==> src/rtl/mem_port_arbiter_if.sv <==
// mem_port_arbiter_if: requester handshakes and memory-side signals of mem_port_arbiter.
// slave is the arbiter's view; master is the pipeline/memory side.
interface mem_port_arbiter_if #(
    parameter int ADDR_W = 32,
    parameter int DATA_W = 32
);
    logic              InstReq;
    logic [ADDR_W-1:0] InstAddr;
    logic              InstDone;
    logic [DATA_W-1:0] InstData;
    logic              DataReq;
    logic [ADDR_W-1:0] DataAddr;
    logic [3:0]        DataWe;
    logic [DATA_W-1:0] DataWdata;
    logic              DataDone;
    logic [DATA_W-1:0] DataRdata;
    logic              MemEn;
    logic [ADDR_W-1:0] MemAddr;
    logic [3:0]        MemWe;
    logic [DATA_W-1:0] MemWdata;
    logic [DATA_W-1:0] MemRdata;
    logic              StallF;
    logic              StallM;
    logic              Busy;

    modport slave (
        input  InstReq, InstAddr, DataReq, DataAddr, DataWe, DataWdata, MemRdata,
        output InstDone, InstData, DataDone, DataRdata, MemEn, MemAddr, MemWe, MemWdata,
               StallF, StallM, Busy
    );

    modport master (
        output InstReq, InstAddr, DataReq, DataAddr, DataWe, DataWdata, MemRdata,
        input  InstDone, InstData, DataDone, DataRdata, MemEn, MemAddr, MemWe, MemWdata,
               StallF, StallM, Busy
    );
endinterface

==> src/rtl/mem_port_arbiter.sv <==
// mem_port_arbiter: shares one single-port memory between instruction fetch and load/store.
// Define ARB_STARVE_GUARD_EN to let a waiting fetch win after STREAK_MAX consecutive data grants.
module mem_port_arbiter #(
    parameter int ADDR_W     = 32,
    parameter int DATA_W     = 32,
    parameter int RD_LAT     = 2,
    parameter int STREAK_MAX = 4
) (
    input logic               CPU_CLK,
    input logic               CPU_RST_N,
    mem_port_arbiter_if.slave bus
);
    typedef enum logic [1:0] {IDLE, RD_WAIT, WR_ACK, RD_DONE} state_t;

    state_t            state, state_nx;
    logic [2:0]        cnt;
    logic              win_inst;
    logic              req_any, sel_inst, data_wr, issue, force_inst;
    logic [DATA_W-1:0] inst_q, data_q;

    if (RD_LAT < 1 || RD_LAT > 7 || STREAK_MAX < 1 || STREAK_MAX > 15) begin : g_chk
        $error("mem_port_arbiter: RD_LAT or STREAK_MAX out of range");
    end

`ifdef ARB_STARVE_GUARD_EN
    logic [3:0] streak;
    assign force_inst = streak == 4'(STREAK_MAX);
    // Only IDLE cycles grant; a data grant with a fetch pending extends the streak.
    always_ff @(posedge CPU_CLK or negedge CPU_RST_N)
        if (!CPU_RST_N) streak <= '0;
        else if (state == IDLE) streak <= (bus.InstReq && !sel_inst) ? streak + 4'd1 : '0;
`else
    assign force_inst = 1'b0;
`endif

    assign req_any  = bus.InstReq | bus.DataReq;
    assign sel_inst = bus.InstReq & (~bus.DataReq | force_inst);
    assign data_wr  = ~sel_inst & (|bus.DataWe);
    // Gated by reset so a held request cannot strobe the memory while in reset.
    assign issue    = CPU_RST_N & (state == IDLE) & req_any;

    always_comb begin
        state_nx = state;
        case (state)
            IDLE:    if (req_any) state_nx = data_wr ? WR_ACK : RD_WAIT;
            RD_WAIT: if (cnt == 3'd1) state_nx = RD_DONE;
            default: state_nx = IDLE;
        endcase
    end

    always_ff @(posedge CPU_CLK or negedge CPU_RST_N) begin
        if (!CPU_RST_N) begin
            state    <= IDLE;
            cnt      <= '0;
            win_inst <= 1'b0;
            inst_q   <= '0;
            data_q   <= '0;
        end else begin
            state <= state_nx;
            if (issue) begin
                win_inst <= sel_inst;
                cnt      <= 3'(RD_LAT);
            end else if (state == RD_WAIT) begin
                cnt <= cnt - 3'd1;
            end
            if (state == RD_WAIT && cnt == 3'd1) begin
                if (win_inst) inst_q <= bus.MemRdata;
                else          data_q <= bus.MemRdata;
            end
        end
    end

    always_comb begin
        bus.MemEn     = issue;
        bus.MemAddr   = issue ? (sel_inst ? bus.InstAddr : bus.DataAddr) : '0;
        bus.MemWe     = (issue && !sel_inst) ? bus.DataWe : 4'b0000;
        bus.MemWdata  = (issue && !sel_inst) ? bus.DataWdata : '0;
        bus.InstDone  = (state == RD_DONE) & win_inst;
        bus.DataDone  = ((state == RD_DONE) & ~win_inst) | (state == WR_ACK);
        bus.InstData  = inst_q;
        bus.DataRdata = data_q;
        bus.StallF    = bus.InstReq & ~bus.InstDone;
        bus.StallM    = bus.DataReq & ~bus.DataDone;
        bus.Busy      = state != IDLE;
    end
endmodule

==> src/flat_wrapper.sv <==
// flat-port wrapper written by rule: the top's interface ports become plain ports
module mem_port_arbiter_flat 
#(
    parameter int ADDR_W     = 32,
    parameter int DATA_W     = 32,
    parameter int RD_LAT     = 2,
    parameter int STREAK_MAX = 4
)
  (CPU_CLK, CPU_RST_N, bus_InstReq, bus_InstAddr, bus_DataReq, bus_DataAddr, bus_DataWe, bus_DataWdata, bus_MemRdata, bus_InstDone, bus_InstData, bus_DataDone, bus_DataRdata, bus_MemEn, bus_MemAddr, bus_MemWe, bus_MemWdata, bus_StallF, bus_StallM, bus_Busy);
  mem_port_arbiter_if #(.ADDR_W(ADDR_W), .DATA_W(DATA_W)) bus_i ();
  input logic CPU_CLK;
  input logic CPU_RST_N;
  input wire logic [$bits(bus_i.InstReq)-1:0] bus_InstReq;
  input wire logic [$bits(bus_i.InstAddr)-1:0] bus_InstAddr;
  input wire logic [$bits(bus_i.DataReq)-1:0] bus_DataReq;
  input wire logic [$bits(bus_i.DataAddr)-1:0] bus_DataAddr;
  input wire logic [$bits(bus_i.DataWe)-1:0] bus_DataWe;
  input wire logic [$bits(bus_i.DataWdata)-1:0] bus_DataWdata;
  input wire logic [$bits(bus_i.MemRdata)-1:0] bus_MemRdata;
  output wire logic [$bits(bus_i.InstDone)-1:0] bus_InstDone;
  output wire logic [$bits(bus_i.InstData)-1:0] bus_InstData;
  output wire logic [$bits(bus_i.DataDone)-1:0] bus_DataDone;
  output wire logic [$bits(bus_i.DataRdata)-1:0] bus_DataRdata;
  output wire logic [$bits(bus_i.MemEn)-1:0] bus_MemEn;
  output wire logic [$bits(bus_i.MemAddr)-1:0] bus_MemAddr;
  output wire logic [$bits(bus_i.MemWe)-1:0] bus_MemWe;
  output wire logic [$bits(bus_i.MemWdata)-1:0] bus_MemWdata;
  output wire logic [$bits(bus_i.StallF)-1:0] bus_StallF;
  output wire logic [$bits(bus_i.StallM)-1:0] bus_StallM;
  output wire logic [$bits(bus_i.Busy)-1:0] bus_Busy;
  assign bus_i.InstReq = bus_InstReq;
  assign bus_i.InstAddr = bus_InstAddr;
  assign bus_i.DataReq = bus_DataReq;
  assign bus_i.DataAddr = bus_DataAddr;
  assign bus_i.DataWe = bus_DataWe;
  assign bus_i.DataWdata = bus_DataWdata;
  assign bus_i.MemRdata = bus_MemRdata;
  assign bus_InstDone = bus_i.InstDone;
  assign bus_InstData = bus_i.InstData;
  assign bus_DataDone = bus_i.DataDone;
  assign bus_DataRdata = bus_i.DataRdata;
  assign bus_MemEn = bus_i.MemEn;
  assign bus_MemAddr = bus_i.MemAddr;
  assign bus_MemWe = bus_i.MemWe;
  assign bus_MemWdata = bus_i.MemWdata;
  assign bus_StallF = bus_i.StallF;
  assign bus_StallM = bus_i.StallM;
  assign bus_Busy = bus_i.Busy;
  mem_port_arbiter #(.ADDR_W(ADDR_W), .DATA_W(DATA_W), .RD_LAT(RD_LAT), .STREAK_MAX(STREAK_MAX)) u_core (.CPU_CLK(CPU_CLK), .CPU_RST_N(CPU_RST_N), .bus(bus_i));
endmodule
==> config.mk <==
export PLATFORM = sky130hd
export DESIGN_NAME = mem_port_arbiter_flat
export DESIGN_NICKNAME = d
export VERILOG_FILES = /design/src/rtl/mem_port_arbiter_if.sv /design/src/rtl/mem_port_arbiter.sv /design/src/flat_wrapper.sv
export SDC_FILE = /design/constraint.sdc
export NUM_CORES = 1
export LEC_CHECK = 0
export ABC_AREA = 1
export CORE_AREA = 2 2 107 109
export CTS_BUF_LIST = sky130_fd_sc_hd__clkbuf_4
export DETAILED_ROUTE_END_ITERATION = 8
export DIE_AREA = 0 0 109 111
export GPL_ROUTABILITY_DRIVEN = 0
export PLACE_DENSITY = 0.82
export SLEW_MARGIN = 20
export SYNTH_ARGS = -nofsm -noshare
export SYNTH_HDL_FRONTEND = slang
export SYNTH_SLANG_ARGS = --single-unit
==> constraint.sdc <==
create_clock -name CPU_CLK -period 5.7 [get_ports CPU_CLK]
set_input_delay 1.71 -clock CPU_CLK [delete_from_list [all_inputs] [get_ports CPU_CLK]]
set_output_delay 1.71 -clock CPU_CLK [all_outputs]
set_load 0.005 [all_outputs]
Yosys cells after proc, flatten, opt, wreduce, memory -nomap -nowiden
Cells that the tools add are included.
- reductions and logical operators: 10
- $add $sub $neg: 1
- bitwise logic cells: 15
- muxes and demuxes: 10
- eq/ne operators: 6
- operator list (kind ; count):
    $mux 32 ; 3
    $and 1x1->1 ; 8
    $mux 2 ; 3
    $mux 3 ; 2
    $reduce_and 2->1 ; 3
    $not 1->1 ; 5
    $eq 2x2->1 const B ; 2
    $mux 4 ; 1
    $ne 2x1->1 const B ; 2
    $pmux 2 s2 ; 1
    $reduce_bool 2->1 ; 2
    $reduce_or 4->1 ; 1
    $eq 3x1->1 const B ; 1
    $sub 3x1->3 const B ; 1
    $eq 2x1->1 const B ; 1
    $logic_and 1x1->1 ; 2
    $logic_not 2->1 ; 1
    $or 1x1->1 ; 2
    $logic_not 1->1 ; 1
- output and inout bits: 138
- register bits: 70
- logic and storage cells: 47

Logic depth before layout (Yosys ltp)
Gate-level depths: netlist of run 1.
- depth after elaboration: 7
- gate-level depth with buffers: 8
- gate-level depth less buffers: 8

Least setup slack after synthesis of run 1
OpenSTA, ideal clock, no wires.
- path type: input to output
- from: in bus_InstReq
- to: out bus_MemAddr[10]
- path slack: 1.518 ns
- cell stages on the path: 8
- arrival: 2.472 ns
- required time: 3.990 ns
- path buffers: 2
- path through: buf_2 > inv_1 > nand2_1 > nand3_2 > inv_2 > buf_2 > nand2_1 > inv_1
- longest elaborated chain between the ends: 3
- elaborated cells on any way between the ends: 5
- those cells by class: mux (2); bitwise (3)
- RTL lines (what ; RTL line ; RTL):
    start, declared ; flat_wrapper.sv:13 ; input wire logic [$bits(bus_i.InstReq)-1:0] bus_InstReq;
    $and 1x1->1 / $or 1x1->1 (equally long branches) ; mem_port_arbiter.sv:37, mem_port_arbiter.sv:36 ;
    $mux 32 / $and 1x1->1 (equally long branches) ; mem_port_arbiter.sv:75, mem_port_arbiter.sv:40 ;
    $mux 32 * ; mem_port_arbiter.sv:75 ; bus.MemAddr = issue ? (sel_inst ? bus.InstAddr : bus.DataAddr) : '0;
    end, declared ; flat_wrapper.sv:25 ; output wire logic [$bits(bus_i.MemAddr)-1:0] bus_MemAddr;
Mark *: on every way between the ends. The rest lies on a longest branch, timed or not.

Worst setup path after layout of run 1
- from: in bus_InstReq
- to: out bus_MemAddr[28]
The elaborated chain is that of the path after synthesis.

==> metrics.log, run 1 <==
INFO  metric syn_to_final_growth = 75.0%
INFO  metric yosysMostFrequentCell = sky130_fd_sc_hd__nand2_1
INFO  metric cts_tree = built
INFO  metric max-vdd-ir-drop = 0.216 mV
INFO  metric io-pin-count = 274
INFO  metric pwr_density_cell = 350 nW/um^2
INFO  metric synth_top_area_share = roughly 45%
INFO  metric fin_skew = about 0.013 ns
INFO  metric max-clock-path-buffers = 2
INFO  metric count_of_cells_along_the_worst_register_to_register_path = 5
INFO  metric ys_ff_latch = 70
INFO  metric rows = 39
INFO  metric synthDominantAreaCellType = sky130_fd_sc_hd__dfrtp_1
INFO  metric final_nets = 982
INFO  metric final.period_utilization = between 90% and 100%
INFO  metric number_of_levels_the_h_tree_was_split_into = 3
INFO  metric insertedDiodeCount = 0
INFO  metric async_reset_ff_share = between 90% and 100%
INFO  metric first_global_vias = between 4k and 5k
INFO  metric synth_xor_xnor_area_share = 0%
INFO  metric grt_overflow = 0
INFO  metric number_of_synthesized_flops_with_an_enable_pin = 0
INFO  metric detailedPlacementHpwl = roughly 11000 um
INFO  metric report.final.hold_viol_count = 0
INFO  metric yosysWarnings = 0
INFO  metric num-fill-cells = between 1k and 1.5k
INFO  metric detailedRoute.firstIterationViolations = between 300 and 400
INFO  metric post_synth_and_or_nand_nor_area_fraction = 41.4%
INFO  metric die-width = ~110 um
INFO  metric fmaxAchievable = roughly 190 MHz
INFO  metric port_buffers = about 270
INFO  metric syn-instance-count = between 500 and 600
INFO  metric cts_root_buffer = sky130_fd_sc_hd__clkbuf_4
INFO  metric ys_dominant_reg_cell = sky130_fd_sc_hd__dfrtp_1
INFO  metric drtPass1Iterations = 5
INFO  metric rsz0062_at_grt = false
INFO  metric required_arrival_time_at_the_worst_endpoint = about 4 ns
INFO  metric drv.max_cap_violation_count = 0
INFO  metric timing.setup.critical_path_class = input port to output pin
INFO  metric post_cts_hold_buffer_count = 0
INFO  metric syn_avg_cell_area = around 6.6 sq um
INFO  metric total_power = roughly 2.4 mW
INFO  metric cp-end-kind = output pin
INFO  metric slew_violations = 0
INFO  metric dominant_combinational_cell_family_by_area_after_synthesis = simple AND/OR/NAND/NOR gates
INFO  metric slew_headroom = 25.4%
INFO  metric total_of_endpoints_with_negative_setup_slack_in_the_final_report = 0
INFO  metric grt.total_usage = between 20% and 30%
INFO  metric cts_num_sinks = 70
INFO  metric grt_pass1_wl = about 22000 um
INFO  metric worst_pin_slew = between 1 and 1.5 ns
INFO  metric crit-reg2reg-launch = u_core.win_inst
INFO  metric die_h = between 100 and 150 um
INFO  metric synthAdderAreaFrac = less than 1%
INFO  metric synth_commonest_cells = sky130_fd_sc_hd__nand2_1 (248), sky130_fd_sc_hd__nand3_1 (99), sky130_fd_sc_hd__inv_1 (78), sky130_fd_sc_hd__dfrtp_1 (70), sky130_fd_sc_hd__nor2_1 (45)
INFO  metric die_area = roughly 12000 sq um
INFO  metric clk_pin_slew_worst_paths = between 0.1 and 0.15 ns
INFO  metric worst_hold_startpoint = u_core.bus.DataRdata[11]
INFO  metric final_area = 6830 sq um
INFO  metric outcome = finished, final reports clean
INFO  metric synth_area_leaders = sky130_fd_sc_hd__dfrtp_1 (45%), sky130_fd_sc_hd__nand2_1 (24%), sky130_fd_sc_hd__nand3_1 (13%)
INFO  metric route.detailed.drc = 0
INFO  metric maximum_number_of_pins_on_one_net_before_global_route_repair = 68
INFO  metric grt_antenna_before_repair = 0
INFO  metric setup.worst_path.start_class = input port
INFO  metric hold_end = u_core.bus.DataRdata[11]
INFO  metric power.leakage = between 3 and 4 nW
INFO  metric avgViaCountPerCell = ~4.6
INFO  metric muxShareOfSynthArea = 0%
INFO  metric tns = 0 ns
INFO  metric synth_seq_area_share = ~45%
INFO  metric ys_types = 15
INFO  metric synth.cell_area = 3900 sq um
INFO  metric place_ws = approximately 0.21 ns
INFO  metric initial_utilization = 35.2%
INFO  metric synthesis.nets = about 730
INFO  metric core_area = about 11000 sq um
INFO  metric worstPathMaxFanout = 33
INFO  metric timing.reg2reg.setup_slack = 2.45 ns
INFO  metric timing.hold.worst.class = register to register
INFO  metric detail_route.wirelength = 14000 um
INFO  metric cts_buffers = 9
INFO  metric wl_per_cell = 14.2 um
INFO  metric placedInstanceArea = approximately 6700 sq um
INFO  metric postRouteAntennaNets = 0
INFO  metric r2r-end = u_core.bus.DataRdata[15]
INFO  metric detailroute.via_count = between 4k and 5k
INFO  metric hold_path_depth = 2
INFO  metric clk-insertion-delay-late = 0.43 ns
INFO  metric least_setup_slack_across_all_paths_after_layout = between 0.3 and 0.4 ns
INFO  metric layout_min_cycle_time = between 5 and 6 ns
INFO  metric synth_compound_area_share = less than 1%
INFO  metric worstPathArrival = roughly 3.7 ns
INFO  metric final_layout_size_suffix_gt1_share = under 10%
routing by layer:
metal | global-route usage [%] | up-vias | wire, um
li1 | - | 2281 | -
met5 | 0 | - | 0
met4 | 7.35 | 0 | 244
met2 | 40.5 | 222 | 7030
met1 | 26.6 | 2012 | 5400
met3 | 7.17 | 19 | 1370
power by group:
part	switching [mW]	internal [mW]	total [mW]
registers	0.143	0.723	0.865
logic	0.520	0.677	1.20
clock network	0.190	0.135	0.325
state kept, by name (all words and copies together), names as in the netlist:
signal / count
u_core.cnt: 3
u_core.state: 2
u_core.bus.InstData: 32
u_core.bus.DataRdata: 32
u_core.win_inst: 1
layout make-up:
cell class	count	area, sq um	area share [%]
multi-input combinational	401	1670	24.4
inverter	81	305	4.47
timing repair buffer	281	2790	40.8
clock buffer	9	67.6	0.989
sequential	70	1750	25.6
clock inverter	7	72.6	1.06
tap	143	179	2.62
logic make-up after synthesis:
kind of cell | count (synthesis)
flops | 70
buf+inv | 117
fa+ha+maj | 2
simple gates | 395
compound gates | 4
worst max-delay path, stage by stage:
cell                              delay, ns
sky130_fd_sc_hd__clkdlybuf4s50_1       0.62
sky130_fd_sc_hd__inv_1                 0.07
sky130_fd_sc_hd__nand2_1               0.10
sky130_fd_sc_hd__nand3_2               0.13
sky130_fd_sc_hd__clkinv_2              0.36
sky130_fd_sc_hd__nand2_1               0.11
sky130_fd_sc_hd__inv_1                 0.08
sky130_fd_sc_hd__clkdlybuf4s50_1       0.49
cell usage in the layout, fill, tap and decap left out:
cell type                         count
sky130_fd_sc_hd__a21oi_1              1
sky130_fd_sc_hd__buf_2                1
sky130_fd_sc_hd__buf_4                8
sky130_fd_sc_hd__bufinv_16            1
sky130_fd_sc_hd__clkbuf_4             9
sky130_fd_sc_hd__clkdlybuf4s50_1    272
sky130_fd_sc_hd__clkinv_2             3
sky130_fd_sc_hd__clkinvlp_4           2
sky130_fd_sc_hd__dfrtp_1             70
sky130_fd_sc_hd__ha_1                 2
sky130_fd_sc_hd__inv_1               78
sky130_fd_sc_hd__inv_2                2
sky130_fd_sc_hd__inv_6                2
sky130_fd_sc_hd__nand2_1            248
sky130_fd_sc_hd__nand3_1             99
sky130_fd_sc_hd__nand3_2              1
sky130_fd_sc_hd__nand4_1              1
sky130_fd_sc_hd__nor2_1              45
sky130_fd_sc_hd__nor2_4               1
sky130_fd_sc_hd__o21ai_0              3
through the flow:
step	hold WS (ns)	cells	util, %
3_3_place_gp	0.452	976	60.4
4_1_cts	0.485	992	61.7
5_1_grt	0.507	992	61.7
2_1_floorplan	0.465	588	-
3_5_place_dp	0.458	976	60.4
6_report	0.480	992	61.7
how the worst max path moves through the flow:
stage,startpoint,to,cells past startpoint
after global routing,bus_InstReq,bus_MemAddr[5],8
after detailed placement,bus_InstReq,bus_MemAddr[26],8
final,bus_InstReq,bus_MemAddr[28],8
after global placement,bus_InstReq,bus_MemAddr[26],8
after floorplan,bus_InstReq,bus_MemAddr[10],8
after CTS,bus_InstReq,bus_MemAddr[26],8
timing repair:
item / 4_1_cts / 5_1_grt
gates resized for setup: 0 / 1
setup buffers: 0 / 0
endpoints found under the setup margin: 0 / 1
hold endpoints to repair: 0 / 0
Power figures use the tool's default switching activity.
==> run 2, diff against run 1 <==
Settings changed: CTS_CLUSTER_SIZE set to 25.
==> results of run 2 <==
Same layout as run 1: the final DEF is identical, and so are final timing and power.
==> RTL edit: new RTL, config.mk and constraints of run 1 <==
Encoding of `state_t`: now Gray code (2 bits for 4 states).
--- a/src/rtl/mem_port_arbiter.sv
+++ b/src/rtl/mem_port_arbiter.sv
@@ -11,5 +11,5 @@
     mem_port_arbiter_if.slave bus
 );
-    typedef enum logic [1:0] {IDLE, RD_WAIT, WR_ACK, RD_DONE} state_t;
+    typedef enum logic [1:0] {IDLE = 2'b00, RD_WAIT = 2'b01, WR_ACK = 2'b11, RD_DONE = 2'b10} state_t;
 
     state_t            state, state_nx;
Formal check against the unedited RTL: same outputs for any inputs over 10 cycles, from zero or initial values and one cycle with CPU_RST_N low; not proved beyond that.
==> RTL edit against run 1 <==
  * Wire length is 2.4% lower
  * Die area stayed put
  * Cell count is 0.50% lower
  * Synthesized area up 1.3%
  * Largest cell class unchanged
  * Total power is 1.7% lower
  * Synthesized cell count shrank 1.0%
  * Utilization is 0.71 points higher
  * Global-route usage down 0.38 points
  * Sequential cell count unchanged
  * Setup slack gained 0.067 ns
  * Critical path depth is the same
  * Cell area up 1.2%
  * Critical path type unchanged
==> RTL edit: results (changes against run 1) <==
| Metric | Value |
|---|---|
| Outcome | `completed (unchanged)` |
| Syn Area/Cell | `6.793 sq um (was 6.639 sq um)` |
| Hold Startpoint | `u_core.bus.InstData[22] (was u_core.bus.DataRdata[11])` |
| Leakage power | `3.502 nW (was 3.495 nW)` |
| Cell depth of the worst flop-to-flop path | `8 (was 5)` |
| HPWL Detailed | `10460 microns (was 10650 microns)` |
| Nets@finish | `977 (was 982)` |
| Initial DRC Count | `295 (was 395)` |
| First-pass GRT wire length | `21680 microns (was 21910 microns)` |
| Sequential share of power | `0.349 (was 0.362)` |
| Largest net degree at the start of global routing | `71 (was 68)` |
| Synthesized-area fraction occupied by adder cells | `0.006329 (was 0.006410)` |
| Synth Area in Compound Gates | `0.007595 (was 0.005128)` |
| WL/cell | `13.89 microns (was 14.15 microns)` |
| GRT Total Usage | `0.2283 (was 0.2321)` |
| Relative slew slack | `0.4204 (was 0.2539)` |
| Worst Path Arrival | `3.62 ns (was 3.68 ns)` |
| Post-placement cell area | `6744 sq um (was 6690 sq um)` |
| Period minus WS final | `5.325 ns (was 5.392 ns)` |
| Vias in the first global route | `4351 (was 4433)` |
| Syn Nets | `720 (was 726)` |
| WHS | `0.4776 ns (was 0.4799 ns)` |
| Post-synthesis sequential area ratio | `0.4430 (was 0.4487)` |
| Maximum vdd ir drop | `206.9 uV (was 215.6 uV)` |
| Reg-to-Reg End | `u_core.bus.InstData[20] (was u_core.bus.DataRdata[15])` |
| Hold EP | `u_core.bus.InstData[22] (was u_core.bus.DataRdata[11])` |
| Top cells by area, synth | `dfrtp_1 44%, nand2_1 23%, nand3_1 12% (was dfrtp_1 45%, nand2_1 24%, nand3_1 13%)` |
| FILL cells | `1000 (was 1026)` |
| Dpl ws | `0.3810 ns (was 0.2065 ns)` |
| Top cells by count, synth | `242 x nand2_1, 98 x nand3_1, 77 x inv_1 (was 248 x nand2_1, 99 x nand3_1, 78 x inv_1)` |
| Crit-path max FO | `36 (was 33)` |
| Register-to-register setup slack | `3.36 ns (was 2.45 ns)` |
| R2R Path Start | `u_core.cnt[1] (was u_core.win_inst)` |
| Pint | `1.536 mW (was 1.535 mW)` |
| Share of cells above drive strength 1 | `0.06161 (was 0.03534)` |
| Clk_skew | `0.01442 ns (was 0.01259 ns)` |
| Vias per cell | `4.547 (was 4.571)` |
| Sw Ratio | `0.3458 (was 0.3571)` |
| Synth cell types | `16 (was 15)` |
| Power share of the clock group | `0.154 (was 0.136)` |
| Crit path to | `bus_MemWdata[0] (was bus_MemAddr[28])` |
| Cells after DPL | `971 (was 976)` |
-- RTL edit: final cells by class --
type,instances,area share
timing repair buffer,282,0.4063
inverter,79,0.04291
multi-input combinational,397,0.2481
sequential,70,0.2535
tap,143,0.02589
clock buffer,10,0.01086
clock inverter,6,0.01249
-- RTL edit: worst max-delay path, stage by stage --
cell and delay [ns]:
clkdlybuf4s50_1 0.52, inv_1 0.06, nand2_1 0.08, nand3_2 0.12, inv_2 0.13, nand2_4 0.26, nor2_1 0.20, clkdlybuf4s50_1 0.52
-- RTL edit: routing by layer --
| metal | track usage | routed length [microns] | up-vias |
|---|---|---|---|
| met5 | 0 | 0 | - |
| met2 | 0.3834 | 6797 | 191 |
| met4 | 0.08205 | 348 | 0 |
| met1 | 0.2722 | 5283 | 2013 |
| met3 | 0.06996 | 1278 | 19 |
| li1 | - | - | 2265 |
-- RTL edit: cells by family (layout without fill, tap and decap cells) --
kind of cell	count (synthesis)	after routing
simple gates	389	389
buf+inv	115	377
flops	70	70
compound gates	6	6
fa+ha+maj	2	2
